===== config.mk =====
export PLATFORM = sky130hd
export DESIGN_NAME = fwd_hazard_ctrl_flat
export DESIGN_NICKNAME = d
export VERILOG_FILES = /design/src/rtl/fwd_hazard_ctrl_pkg.sv /design/src/rtl/fwd_hazard_ctrl_if.sv /design/src/rtl/fwd_hazard_ctrl_fwd_sel_mux.sv /design/src/rtl/fwd_hazard_ctrl.sv /design/src/flat_wrapper.sv
export SDC_FILE = /design/constraint.sdc
export NUM_CORES = 1
export LEC_CHECK = 0
export CORE_ASPECT_RATIO = 1.4
export CORE_MARGIN = 2
export CORE_UTILIZATION = 43
export DETAILED_ROUTE_END_ITERATION = 16
export GPL_TIMING_DRIVEN = 0
export PLACE_DENSITY = 0.78
export SYNTH_ARGS = -nofsm -noshare
export SYNTH_HDL_FRONTEND = slang
export SYNTH_SLANG_ARGS = --single-unit

===== constraint.sdc =====
create_clock -name clk -period 5.1 [get_ports clk]
set_clock_uncertainty 0.2 [all_clocks]
set_input_delay 1.53 -clock clk [delete_from_list [all_inputs] [get_ports clk]]
set_output_delay 1.53 -clock clk [all_outputs]
set_load 0.01 [all_outputs]

===== src/rtl/fwd_hazard_ctrl_pkg.sv =====
// Shared constants and types for the forwarding / hazard controller.
package fwd_hazard_ctrl_pkg;

    // Bypass source select encodings
    localparam logic [1:0] FWD_RF    = 2'd0;
    localparam logic [1:0] FWD_EXMEM = 2'd1;
    localparam logic [1:0] FWD_MEMWB = 2'd2;
    localparam logic [1:0] FWD_HOLD  = 2'd3;

    typedef enum logic [1:0] {
        ST_RUN   = 2'd0,
        ST_LU    = 2'd1,
        ST_MWAIT = 2'd2
    } fsm_state_t;

endpackage


===== src/rtl/fwd_hazard_ctrl_if.sv =====
// Pipeline-side bus of the forwarding / hazard controller.
// master: the pipeline (drives hazard inputs, consumes selects/holds).
// slave:  the controller.
interface fwd_hazard_ctrl_if #(
    parameter int XLEN   = 32,
    parameter int REG_AW = 5,
    parameter int CNT_W  = 16
);
    logic [REG_AW-1:0] id_rs1;
    logic [REG_AW-1:0] id_rs2;
    logic              id_use1;
    logic              id_use2;
    logic [REG_AW-1:0] ex_rs1;
    logic [REG_AW-1:0] ex_rs2;
    logic              ex_use1;
    logic              ex_use2;
    logic [REG_AW-1:0] ex_rd;
    logic              ex_memread;
    logic [REG_AW-1:0] exmem_rd;
    logic              exmem_wen;
    logic              exmem_memread;
    logic [XLEN-1:0]   exmem_result;
    logic              mem_ready;
    logic [REG_AW-1:0] memwb_rd;
    logic              memwb_wen;
    logic [XLEN-1:0]   memwb_value;

    logic [1:0]        fwd1_sel;
    logic [1:0]        fwd2_sel;
    logic [XLEN-1:0]   fwd1_data;
    logic [XLEN-1:0]   fwd2_data;
    logic              pc_hold;
    logic              ifid_hold;
    logic              idex_bubble;
    logic              pipe_freeze;
    logic [CNT_W-1:0]  stall_cnt;
    logic [CNT_W-1:0]  fwd_cnt;

    modport master (
        output id_rs1, id_rs2, id_use1, id_use2,
        output ex_rs1, ex_rs2, ex_use1, ex_use2, ex_rd, ex_memread,
        output exmem_rd, exmem_wen, exmem_memread, exmem_result, mem_ready,
        output memwb_rd, memwb_wen, memwb_value,
        input  fwd1_sel, fwd2_sel, fwd1_data, fwd2_data,
        input  pc_hold, ifid_hold, idex_bubble, pipe_freeze,
        input  stall_cnt, fwd_cnt
    );

    modport slave (
        input  id_rs1, id_rs2, id_use1, id_use2,
        input  ex_rs1, ex_rs2, ex_use1, ex_use2, ex_rd, ex_memread,
        input  exmem_rd, exmem_wen, exmem_memread, exmem_result, mem_ready,
        input  memwb_rd, memwb_wen, memwb_value,
        output fwd1_sel, fwd2_sel, fwd1_data, fwd2_data,
        output pc_hold, ifid_hold, idex_bubble, pipe_freeze,
        output stall_cnt, fwd_cnt
    );

endinterface


===== src/rtl/fwd_hazard_ctrl_fwd_sel_mux.sv =====
// Per-operand bypass selection: priority compare over the three bypass
// levels and the matching data mux. Purely combinational.
module fwd_sel_mux
    import fwd_hazard_ctrl_pkg::*;
#(
    parameter int XLEN   = 32,
    parameter int REG_AW = 5
) (
    input  logic              use_i,
    input  logic [REG_AW-1:0] rs_i,
    input  logic [REG_AW-1:0] exmem_rd_i,
    input  logic              exmem_wen_i,
    input  logic              exmem_memread_i,
    input  logic [XLEN-1:0]   exmem_result_i,
    input  logic [REG_AW-1:0] memwb_rd_i,
    input  logic              memwb_wen_i,
    input  logic [XLEN-1:0]   memwb_value_i,
    input  logic              hold_en_i,
    input  logic [REG_AW-1:0] hold_rd_i,
    input  logic [XLEN-1:0]   hold_val_i,
    output logic [1:0]        sel_o,
    output logic [XLEN-1:0]   data_o
);

    logic hit_exmem;
    logic hit_memwb;
    logic hit_hold;

    // A load sitting in EX/MEM has no valid data yet, so it is not a
    // bypass source; the older levels are still considered.
    assign hit_exmem = use_i && (rs_i != '0) && exmem_wen_i && !exmem_memread_i
                       && (exmem_rd_i == rs_i);
    assign hit_memwb = use_i && (rs_i != '0) && memwb_wen_i && (memwb_rd_i == rs_i);
    // hold_rd is already zeroed when the captured writeback had no write enable
    assign hit_hold  = use_i && (rs_i != '0) && hold_en_i && (hold_rd_i == rs_i);

    // Youngest matching producer wins
    always_comb begin
        sel_o  = FWD_RF;
        data_o = '0;
        if (hit_exmem) begin
            sel_o  = FWD_EXMEM;
            data_o = exmem_result_i;
        end else if (hit_memwb) begin
            sel_o  = FWD_MEMWB;
            data_o = memwb_value_i;
        end else if (hit_hold) begin
            sel_o  = FWD_HOLD;
            data_o = hold_val_i;
        end
    end

endmodule


===== src/rtl/fwd_hazard_ctrl.sv =====
// Forwarding + hazard controller for the 5-stage pipeline. Chooses EX
// operand sources, sequences load-use bubbles and variable-latency load
// freezes, and keeps saturating stall/forward counters.
//
//  state    | meaning
//  ---------+----------------------------------------------------------
//  ST_RUN   | normal flow; detect load-use and load-wait hazards
//  ST_LU    | bubble inserted last cycle, load now in MEM
//  ST_MWAIT | load in MEM waiting on mem_ready; pipeline frozen
module fwd_hazard_ctrl
    import fwd_hazard_ctrl_pkg::*;
#(
    parameter int XLEN    = 32,
    parameter int REG_AW  = 5,
    parameter bit WB_HOLD = 1'b1,
    parameter int CNT_W   = 16
) (
    input  logic                 clk,
    input  logic                 rst,
    fwd_hazard_ctrl_if.slave     bus
);

    fsm_state_t        state_q, state_d;
    logic              pc_hold, ifid_hold, idex_bubble, pipe_freeze;
    logic              luh;
    logic              mwait_req;
    logic [CNT_W-1:0]  stall_cnt_q;
    logic [CNT_W-1:0]  fwd_cnt_q;
    logic              hold_en;
    logic [REG_AW-1:0] hold_rd;
    logic [XLEN-1:0]   hold_val;
    logic [1:0]        fwd1_sel, fwd2_sel;

    assign luh = bus.ex_memread && (bus.ex_rd != '0) &&
                 ((bus.id_use1 && (bus.id_rs1 == bus.ex_rd)) ||
                  (bus.id_use2 && (bus.id_rs2 == bus.ex_rd)));

    assign mwait_req = bus.exmem_memread && !bus.mem_ready;

    // Next state and stall controls; everything is forced quiet while in reset
    always_comb begin
        state_d     = state_q;
        pc_hold     = 1'b0;
        ifid_hold   = 1'b0;
        idex_bubble = 1'b0;
        pipe_freeze = 1'b0;
        if (!rst) begin
            unique case (state_q)
                ST_RUN: begin
                    // a freeze takes priority; load-use is re-checked once it lifts
                    if (mwait_req) begin
                        pc_hold     = 1'b1;
                        ifid_hold   = 1'b1;
                        pipe_freeze = 1'b1;
                        state_d     = ST_MWAIT;
                    end else if (luh) begin
                        pc_hold     = 1'b1;
                        ifid_hold   = 1'b1;
                        idex_bubble = 1'b1;
                        state_d     = ST_LU;
                    end
                end
                ST_LU: begin
                    if (mwait_req) begin
                        pc_hold     = 1'b1;
                        ifid_hold   = 1'b1;
                        pipe_freeze = 1'b1;
                        state_d     = ST_MWAIT;
                    end else begin
                        state_d = ST_RUN;
                    end
                end
                ST_MWAIT: begin
                    if (!bus.mem_ready) begin
                        pc_hold     = 1'b1;
                        ifid_hold   = 1'b1;
                        pipe_freeze = 1'b1;
                    end else begin
                        state_d = ST_RUN;
                    end
                end
                default: state_d = ST_RUN;
            endcase
        end
    end

    // State register
    always_ff @(posedge clk) begin
        if (rst) state_q <= ST_RUN;
        else     state_q <= state_d;
    end

    // Level-3 bypass: last cycle's writeback, for a regfile without write-through
    generate
        if (WB_HOLD) begin : g_hold
            logic [REG_AW-1:0] hold_rd_q;
            logic [XLEN-1:0]   hold_val_q;
            logic              hold_vld_q;

            // Capture writeback whenever the pipeline advances
            always_ff @(posedge clk) begin
                if (rst) begin
                    hold_rd_q  <= '0;
                    hold_val_q <= '0;
                    hold_vld_q <= 1'b0;
                end else if (!pipe_freeze) begin
                    hold_rd_q  <= bus.memwb_wen ? bus.memwb_rd : '0;
                    hold_val_q <= bus.memwb_value;
                    hold_vld_q <= 1'b1;
                end
            end

            assign hold_en  = hold_vld_q;
            assign hold_rd  = hold_rd_q;
            assign hold_val = hold_val_q;
        end else begin : g_no_hold
            assign hold_en  = 1'b0;
            assign hold_rd  = '0;
            assign hold_val = '0;
        end
    endgenerate

    fwd_sel_mux #(.XLEN(XLEN), .REG_AW(REG_AW)) u_fwd1 (
        .use_i           (bus.ex_use1),
        .rs_i            (bus.ex_rs1),
        .exmem_rd_i      (bus.exmem_rd),
        .exmem_wen_i     (bus.exmem_wen),
        .exmem_memread_i (bus.exmem_memread),
        .exmem_result_i  (bus.exmem_result),
        .memwb_rd_i      (bus.memwb_rd),
        .memwb_wen_i     (bus.memwb_wen),
        .memwb_value_i   (bus.memwb_value),
        .hold_en_i       (hold_en),
        .hold_rd_i       (hold_rd),
        .hold_val_i      (hold_val),
        .sel_o           (fwd1_sel),
        .data_o          (bus.fwd1_data)
    );

    fwd_sel_mux #(.XLEN(XLEN), .REG_AW(REG_AW)) u_fwd2 (
        .use_i           (bus.ex_use2),
        .rs_i            (bus.ex_rs2),
        .exmem_rd_i      (bus.exmem_rd),
        .exmem_wen_i     (bus.exmem_wen),
        .exmem_memread_i (bus.exmem_memread),
        .exmem_result_i  (bus.exmem_result),
        .memwb_rd_i      (bus.memwb_rd),
        .memwb_wen_i     (bus.memwb_wen),
        .memwb_value_i   (bus.memwb_value),
        .hold_en_i       (hold_en),
        .hold_rd_i       (hold_rd),
        .hold_val_i      (hold_val),
        .sel_o           (fwd2_sel),
        .data_o          (bus.fwd2_data)
    );

    // Saturating performance counters
    always_ff @(posedge clk) begin
        if (rst) begin
            stall_cnt_q <= '0;
            fwd_cnt_q   <= '0;
        end else begin
            if (pc_hold && (stall_cnt_q != '1))
                stall_cnt_q <= stall_cnt_q + 1'b1;
            if (((fwd1_sel != FWD_RF) || (fwd2_sel != FWD_RF)) && (fwd_cnt_q != '1))
                fwd_cnt_q <= fwd_cnt_q + 1'b1;
        end
    end

    assign bus.fwd1_sel    = fwd1_sel;
    assign bus.fwd2_sel    = fwd2_sel;
    assign bus.pc_hold     = pc_hold;
    assign bus.ifid_hold   = ifid_hold;
    assign bus.idex_bubble = idex_bubble;
    assign bus.pipe_freeze = pipe_freeze;
    assign bus.stall_cnt   = stall_cnt_q;
    assign bus.fwd_cnt     = fwd_cnt_q;

endmodule

===== src/flat_wrapper.sv =====
// flat-port wrapper written by rule: the top's interface ports become plain ports
module fwd_hazard_ctrl_flat import fwd_hazard_ctrl_pkg::*;
#(
    parameter int XLEN    = 32,
    parameter int REG_AW  = 5,
    parameter bit WB_HOLD = 1'b1,
    parameter int CNT_W   = 16
)
  (clk, rst, bus_id_rs1, bus_id_rs2, bus_id_use1, bus_id_use2, bus_ex_rs1, bus_ex_rs2, bus_ex_use1, bus_ex_use2, bus_ex_rd, bus_ex_memread, bus_exmem_rd, bus_exmem_wen, bus_exmem_memread, bus_exmem_result, bus_mem_ready, bus_memwb_rd, bus_memwb_wen, bus_memwb_value, bus_fwd1_sel, bus_fwd2_sel, bus_fwd1_data, bus_fwd2_data, bus_pc_hold, bus_ifid_hold, bus_idex_bubble, bus_pipe_freeze, bus_stall_cnt, bus_fwd_cnt);
  fwd_hazard_ctrl_if #(.XLEN(XLEN), .REG_AW(REG_AW), .CNT_W(CNT_W)) bus_i ();
  input  logic clk;
  input  logic rst;
  input wire logic [$bits(bus_i.id_rs1)-1:0] bus_id_rs1;
  input wire logic [$bits(bus_i.id_rs2)-1:0] bus_id_rs2;
  input wire logic [$bits(bus_i.id_use1)-1:0] bus_id_use1;
  input wire logic [$bits(bus_i.id_use2)-1:0] bus_id_use2;
  input wire logic [$bits(bus_i.ex_rs1)-1:0] bus_ex_rs1;
  input wire logic [$bits(bus_i.ex_rs2)-1:0] bus_ex_rs2;
  input wire logic [$bits(bus_i.ex_use1)-1:0] bus_ex_use1;
  input wire logic [$bits(bus_i.ex_use2)-1:0] bus_ex_use2;
  input wire logic [$bits(bus_i.ex_rd)-1:0] bus_ex_rd;
  input wire logic [$bits(bus_i.ex_memread)-1:0] bus_ex_memread;
  input wire logic [$bits(bus_i.exmem_rd)-1:0] bus_exmem_rd;
  input wire logic [$bits(bus_i.exmem_wen)-1:0] bus_exmem_wen;
  input wire logic [$bits(bus_i.exmem_memread)-1:0] bus_exmem_memread;
  input wire logic [$bits(bus_i.exmem_result)-1:0] bus_exmem_result;
  input wire logic [$bits(bus_i.mem_ready)-1:0] bus_mem_ready;
  input wire logic [$bits(bus_i.memwb_rd)-1:0] bus_memwb_rd;
  input wire logic [$bits(bus_i.memwb_wen)-1:0] bus_memwb_wen;
  input wire logic [$bits(bus_i.memwb_value)-1:0] bus_memwb_value;
  output wire logic [$bits(bus_i.fwd1_sel)-1:0] bus_fwd1_sel;
  output wire logic [$bits(bus_i.fwd2_sel)-1:0] bus_fwd2_sel;
  output wire logic [$bits(bus_i.fwd1_data)-1:0] bus_fwd1_data;
  output wire logic [$bits(bus_i.fwd2_data)-1:0] bus_fwd2_data;
  output wire logic [$bits(bus_i.pc_hold)-1:0] bus_pc_hold;
  output wire logic [$bits(bus_i.ifid_hold)-1:0] bus_ifid_hold;
  output wire logic [$bits(bus_i.idex_bubble)-1:0] bus_idex_bubble;
  output wire logic [$bits(bus_i.pipe_freeze)-1:0] bus_pipe_freeze;
  output wire logic [$bits(bus_i.stall_cnt)-1:0] bus_stall_cnt;
  output wire logic [$bits(bus_i.fwd_cnt)-1:0] bus_fwd_cnt;
  assign bus_i.id_rs1 = bus_id_rs1;
  assign bus_i.id_rs2 = bus_id_rs2;
  assign bus_i.id_use1 = bus_id_use1;
  assign bus_i.id_use2 = bus_id_use2;
  assign bus_i.ex_rs1 = bus_ex_rs1;
  assign bus_i.ex_rs2 = bus_ex_rs2;
  assign bus_i.ex_use1 = bus_ex_use1;
  assign bus_i.ex_use2 = bus_ex_use2;
  assign bus_i.ex_rd = bus_ex_rd;
  assign bus_i.ex_memread = bus_ex_memread;
  assign bus_i.exmem_rd = bus_exmem_rd;
  assign bus_i.exmem_wen = bus_exmem_wen;
  assign bus_i.exmem_memread = bus_exmem_memread;
  assign bus_i.exmem_result = bus_exmem_result;
  assign bus_i.mem_ready = bus_mem_ready;
  assign bus_i.memwb_rd = bus_memwb_rd;
  assign bus_i.memwb_wen = bus_memwb_wen;
  assign bus_i.memwb_value = bus_memwb_value;
  assign bus_fwd1_sel = bus_i.fwd1_sel;
  assign bus_fwd2_sel = bus_i.fwd2_sel;
  assign bus_fwd1_data = bus_i.fwd1_data;
  assign bus_fwd2_data = bus_i.fwd2_data;
  assign bus_pc_hold = bus_i.pc_hold;
  assign bus_ifid_hold = bus_i.ifid_hold;
  assign bus_idex_bubble = bus_i.idex_bubble;
  assign bus_pipe_freeze = bus_i.pipe_freeze;
  assign bus_stall_cnt = bus_i.stall_cnt;
  assign bus_fwd_cnt = bus_i.fwd_cnt;
  fwd_hazard_ctrl #(.XLEN(XLEN), .REG_AW(REG_AW), .WB_HOLD(WB_HOLD), .CNT_W(CNT_W)) u_core (.clk(clk), .rst(rst), .bus(bus_i));
endmodule

; ---- After elaboration in Yosys (flattened, before gate mapping)
; Index checks and enable logic that the tools add are counted.
[word_totals]
regBits = 72
n_memories = 0
ramBits = 0
out_inout_bits = 104
rom_bits = 0
latch_bits = 0
[op_classes]
reduce_logical = 35
shifts = 0
addsub = 2
order_cmp = 0
div = 0
n_eq_ne = 14
mux = 29
bitwise_logic = 0
multipliers = 0
[ops]
columns = op, n
row1 = two-way mux 32 bit, 6
row2 = == test 5 bit, 8
row3 = "adder 16 x 1 -> 16 bit, second input constant", 2
row4 = "!= test 16 bit, second input constant", 2
row5 = logical AND 1 bit, 23
row6 = two-way mux 2 bit, 10
row7 = nonzero test 5 bit, 3
row8 = two-way mux 1 bit, 9
row9 = one-hot mux 2 bit (3 select lines), 1
row10 = two-way mux 5 bit, 1
row11 = nonzero test 2 bit, 2
row12 = "!= test 3 x 1 -> 1 bit, second input constant", 1
row13 = one-hot mux 1 bit (3 select lines), 1
row14 = "== test 2 x 1 -> 1 bit, second input constant", 1
row15 = "== test 2 bit, second input constant", 1
row16 = logical NOT 1 bit, 2
row17 = logical NOT 2 bit, 1
row18 = logical OR 1 bit, 2
row19 = "!= test 2 bit, second input constant", 1
row20 = one-hot mux 1 bit (2 select lines), 1
row21 = AND reduction 2 bit, 1
row22 = OR reduction 2 bit, 1

; ---- Logic depth before layout (Yosys ltp)
[depth]
depth_word = 10
mapped_depth = 9
depth_no_buf = 7

; ---- Hierarchy
; From an unflattened synthesis, not the netlist that was laid out.
[hier_totals]
cells_unflattened = 732
area_unflattened_um2 = 5062.4
[by_module_without_submodules]
columns = module, cells_per_inst, area_per_inst_um2, n_inst
row1 = fwd_hazard_ctrl, 384, 3123.0, 1
row2 = fwd_sel_mux, 174, 969.7, 2

; ---- Worst setup path after synthesis
; OpenSTA, ideal clock, no wires.
[synth_timing]
path_type = input -> output
startpoint = in bus_ex_rs2[1]
endpoint = out bus_fwd2_data[23]
required_time_ns = 3.370
setup_slack_ns = -0.020
arrival_time_ns = 3.390
n_path_buf = 3
path_stages = 8
cell_sequence = clkbuf_1 xnor2_1 nand2_1 nor3_1 buf_2 buf_1 a22oi_1 o21ai_0
[synth_between]
elab_chain_cells = 7
word_cells_on_any_way = 15
classes_between = eq/ne: 3 / mux: 3 / reduce/logical: 9
[synth_lines]
columns = element, line
row1 = "start, declared", flat_wrapper.sv:18  ; input wire logic [$bits(bus_i.ex_rs2)-1:0] bus_ex_rs2;
row2 = nonzero test 5 bit, "fwd_hazard_ctrl_fwd_sel_mux.sv:31, fwd_hazard_ctrl_fwd_sel_mux.sv:33, fwd_hazard_ctrl_fwd_sel_mux.sv:35"
row3 = logical AND 1 bit, "fwd_hazard_ctrl_fwd_sel_mux.sv:31, fwd_hazard_ctrl_fwd_sel_mux.sv:33, fwd_hazard_ctrl_fwd_sel_mux.sv:35"
row4 = logical AND 1 bit (2 in series), fwd_hazard_ctrl_fwd_sel_mux.sv:35  ; assign hit_hold = use_i && (rs_i != '0) && hold_en_i && (hold_rd_i == rs_i);
row5 = two-way mux 32 bit, fwd_hazard_ctrl_fwd_sel_mux.sv:47  ; end else if (hit_hold) begin
row6 = two-way mux 32 bit, fwd_hazard_ctrl_fwd_sel_mux.sv:44  ; end else if (hit_memwb) begin
row7 = two-way mux 32 bit *, fwd_hazard_ctrl_fwd_sel_mux.sv:41  ; if (hit_exmem) begin
row8 = "end, declared", flat_wrapper.sv:34  ; output wire logic [$bits(bus_i.fwd2_data)-1:0] bus_fwd2_data;
; Every way passes the cells marked *; elsewhere a longest branch is shown, timed or not.

; ---- Worst setup path after layout
[layout_timing]
startpoint = in bus_ex_rs1[1]
endpoint = out bus_fwd1_data[27]
[layout_between]
elab_chain_cells = 7
word_cells_on_any_way = 15
classes_between = eq/ne: 3 / mux: 3 / reduce/logical: 9
[layout_lines]
columns = element, line
row1 = "start, declared", flat_wrapper.sv:17  ; input wire logic [$bits(bus_i.ex_rs1)-1:0] bus_ex_rs1;
row2 = nonzero test 5 bit, "fwd_hazard_ctrl_fwd_sel_mux.sv:31, fwd_hazard_ctrl_fwd_sel_mux.sv:33, fwd_hazard_ctrl_fwd_sel_mux.sv:35"
row3 = logical AND 1 bit, "fwd_hazard_ctrl_fwd_sel_mux.sv:31, fwd_hazard_ctrl_fwd_sel_mux.sv:33, fwd_hazard_ctrl_fwd_sel_mux.sv:35"
row4 = logical AND 1 bit (2 in series), fwd_hazard_ctrl_fwd_sel_mux.sv:35
row5 = two-way mux 32 bit, fwd_hazard_ctrl_fwd_sel_mux.sv:47
row6 = two-way mux 32 bit, fwd_hazard_ctrl_fwd_sel_mux.sv:44
row7 = two-way mux 32 bit *, fwd_hazard_ctrl_fwd_sel_mux.sv:41
row8 = "end, declared", flat_wrapper.sv:33  ; output wire logic [$bits(bus_i.fwd1_data)-1:0] bus_fwd1_data;
; Marked as above.

==> out/qor.csv <==
metric;value;unit
status;finished, violations left;
violations;negative setup slack;
drtAntennaViolNets;0;
synth_top_area_frac;0.292;
antenna_cells;0;
synthDistinctLibCells;47;
synth_nets;804;
fin_tns_setup;-1.15;ns
pwr-share-clk;0.412;
die_y;131;um
finalCriticalPeriod;5.21;ns
die_x;94.6;um
syn_area;4940;um2
start_kind;input pin;
grt_pass1_vias;6578;
place_hpwl;14900;um
hold_viol;0;
cts_buffer_depth;2;
max_slew_margin;0.388;
layout-drive-gt1-share;0.286;
cap_violations;0;
p_sw_frac;0.276;
tightest_slew;0.918;ns
rsz0062_at_grt;yes;
cts.clk_slew.worst_paths;0.06;ns
first_pass_iters;8;
die-area;12400;um2
grt_first_pass_wirelength;33300;um
numCtsBuffers;9;
endpoint_kind;output port;
max_freq;192;MHz
core.rowCount;46;
drc;0;
setup_viol_count_final;32;
io_buffers;211;
report.final.slew_viol_count;0;
crit_path_max_fanout;8;
clock_latency;0.34;ns
htreeDepth;3;
crit_type;in -> out;
grt_max_degree;13;
combPwrFrac;0.193;
grt_usage;0.344;
synth_edf_count;0;
ys.flop_type;dfxtp_1;
p_int;1.12;mW
vias;6856;
p_switching;426;uW
synthArstFlopShare;0;
cts_root_buffer;clkbuf_16;
leakagePower;3.32;nW
start_util;0.438;
synth.avg_cell_area;7.14;um2
p_seq_frac;0.395;
setup_ws;-0.113;ns
ir_worst_vdd;162;uV
cp_data_arrival_time;3.48;ns
final.period_utilization;1.02;
via_per_inst;6.20;
globalplace.congestion;0.887;
synthCells;692;
synth_area_leaders;dfxtp_1 (29%), nand2_1 (11%), a22oi_1 (8.4%), a21oi_1 (6.7%), o21ai_0 (6.4%);
yosysMostFrequentCell;nand2_1;
fin_util;0.746;
antenna_found_initial;0;
nets;1070;
syn_to_final_growth;70.3;%
cts.sinks;72;
synth-seq-cells;72;
pin_count;214;
post-place-ws;-1.69;ns
synth_common_cells;nand2_1 (148), dfxtp_1 (72), a21oi_1 (66);
n_fill_cell;802;
wirelength;23500;um
synth_top_cell_by_area;dfxtp_1;
grt_overflow;0;
yosysWarnings;0;
ys_seq_area_frac;0.292;
crit_required;3.37;ns
cts_tree;built;
core_area;11300;um2
power_density;183;nW/um2
avgRoutedWirePerCell;21.2;um
holdCritPathClass;reg -> reg;
drt_iter0_drc;486;
-- through the flow --
step / hold WS [ns] / area [um2] / total power, mW / cells
after detailed placement: 0.259 / 7250 / 0.870 / 1047
after floorplan: 0.240 / 4950 / 0.714 / 692
after global routing: 0.296 / 8420 / 1.58 / 1106
after CTS: 0.267 / 8110 / 1.51 / 1093
final: 0.275 / 8420 / 1.54 / 1106
after global placement: 0.250 / 7250 / 0.863 / 1047
-- layout make-up --
class	instances	area, um2	share of cell area
Tap cell	144	180	0.0214
Sequential cell	72	1440	0.171
Inverter	9	33.8	0.00401
Clock buffer	10	239	0.0284
Multi-Input combinational cell	556	3740	0.444
Timing Repair Buffer	256	2220	0.263
Buffer	54	509	0.0605
Clock inverter	5	57.6	0.00684
-- repair_timing --
action | 4_1_cts | 5_1_grt
hold buffers | 0 | 0
endpoints found under the setup margin | 70 | 69
cloned | 6 | 1
pin swaps | 33 | 45
resized for setup | 529 | 91
buffers inserted | 25 | 13
endpoints found under the hold margin | 0 | 0
-- cell usage in the layout (no fill, tap or decap), drive strengths merged, types with 3 or more instances in the layout --
master,n
clkdlybuf4s50,112
o21ai,65
and3,9
nand2b,4
a221oi,8
or4,7
a21oi,74
dlygate4sd2,14
a22oi,55
nor4,5
or2,3
xnor2,33
clkinv,4
inv,9
buf,136
nor2,30
mux2,15
nand3,19
clkdlybuf4s15,3
dlymetal6s2s,3
nand4,16
xor2,7
nor3,7
clkbuf,52
nand2,148
dfxtp,72
or3,7
o31ai,4
nor2b,17
-- worst paths after layout --
check / startpoint / endpoint / slack, ns / cells past startpoint
worst min register to register: u_core.g_hold.hold_val_q[30] / u_core.g_hold.hold_val_q[30] / 0.28 / 2
worst max register to register: u_core.g_hold.hold_rd_q[3] / u_core.bus.fwd_cnt[7] / 2.52 / 9
worst max-delay path: bus_ex_rs1[1] / bus_fwd1_data[27] / -0.11 / 10
worst min-delay path: u_core.g_hold.hold_val_q[30] / u_core.g_hold.hold_val_q[30] / 0.28 / 2
-- worst max-delay path: stages --
cell	delay, ns
clkdlybuf4s15_2	0.26
xor2_1	0.17
nor4_1	0.25
nand4b_1	0.24
nor2_4	0.33
buf_8	0.18
buf_6	0.11
a22oi_2	0.04
o21ai_1	0.18
buf_2	0.18
-- power by group through the flow --
| stage | logic, mW | registers (mW) | clock network (mW) |
|---|---|---|---|
| 2_1_floorplan | 0.104 | 0.609 | 0 |
| 3_3_place_gp | 0.251 | 0.612 | 0 |
| 3_5_place_dp | 0.256 | 0.613 | 0 |
| 4_1_cts | 0.273 | 0.604 | 0.636 |
| 5_1_grt | 0.315 | 0.610 | 0.656 |
| 6_report | 0.298 | 0.610 | 0.637 |
-- cells by family after synthesis --
family / after synthesis / share of synthesized area
AO/OA/AOI/OAI: 220 / 0.275
multiplexers: 16 / 0.0423
adder cells (fa/ha/maj): 2 / 0.00506
AND/OR/NAND/NOR: 278 / 0.263
flip-flops: 72 / 0.292
XOR/XNOR: 40 / 0.0709
buffers and inverters: 64 / 0.0522
-- metal layers --
layer / GRT usage / wire (um) / share of wire / up-vias
li1: - / - / - / 3014
met3: 0.0969 / 2250 / 0.096 / 126
met2: 0.615 / 11900 / 0.51 / 489
met4: 0.209 / 1320 / 0.056 / 0
met1: 0.352 / 8030 / 0.34 / 3227
met5: 0 / 0 / 0 / -
-- flip-flops by register name, indices dropped and copies added (netlist names) --
signal,cells
u_core.g_hold.hold_val_q,32
u_core.bus.stall_cnt,16
u_core.g_hold.hold_rd_q,5
u_core.state_q,2
u_core.g_hold.hold_vld_q,1
u_core.bus.fwd_cnt,16
No activity file was read; power rests on OpenSTA's default activity.
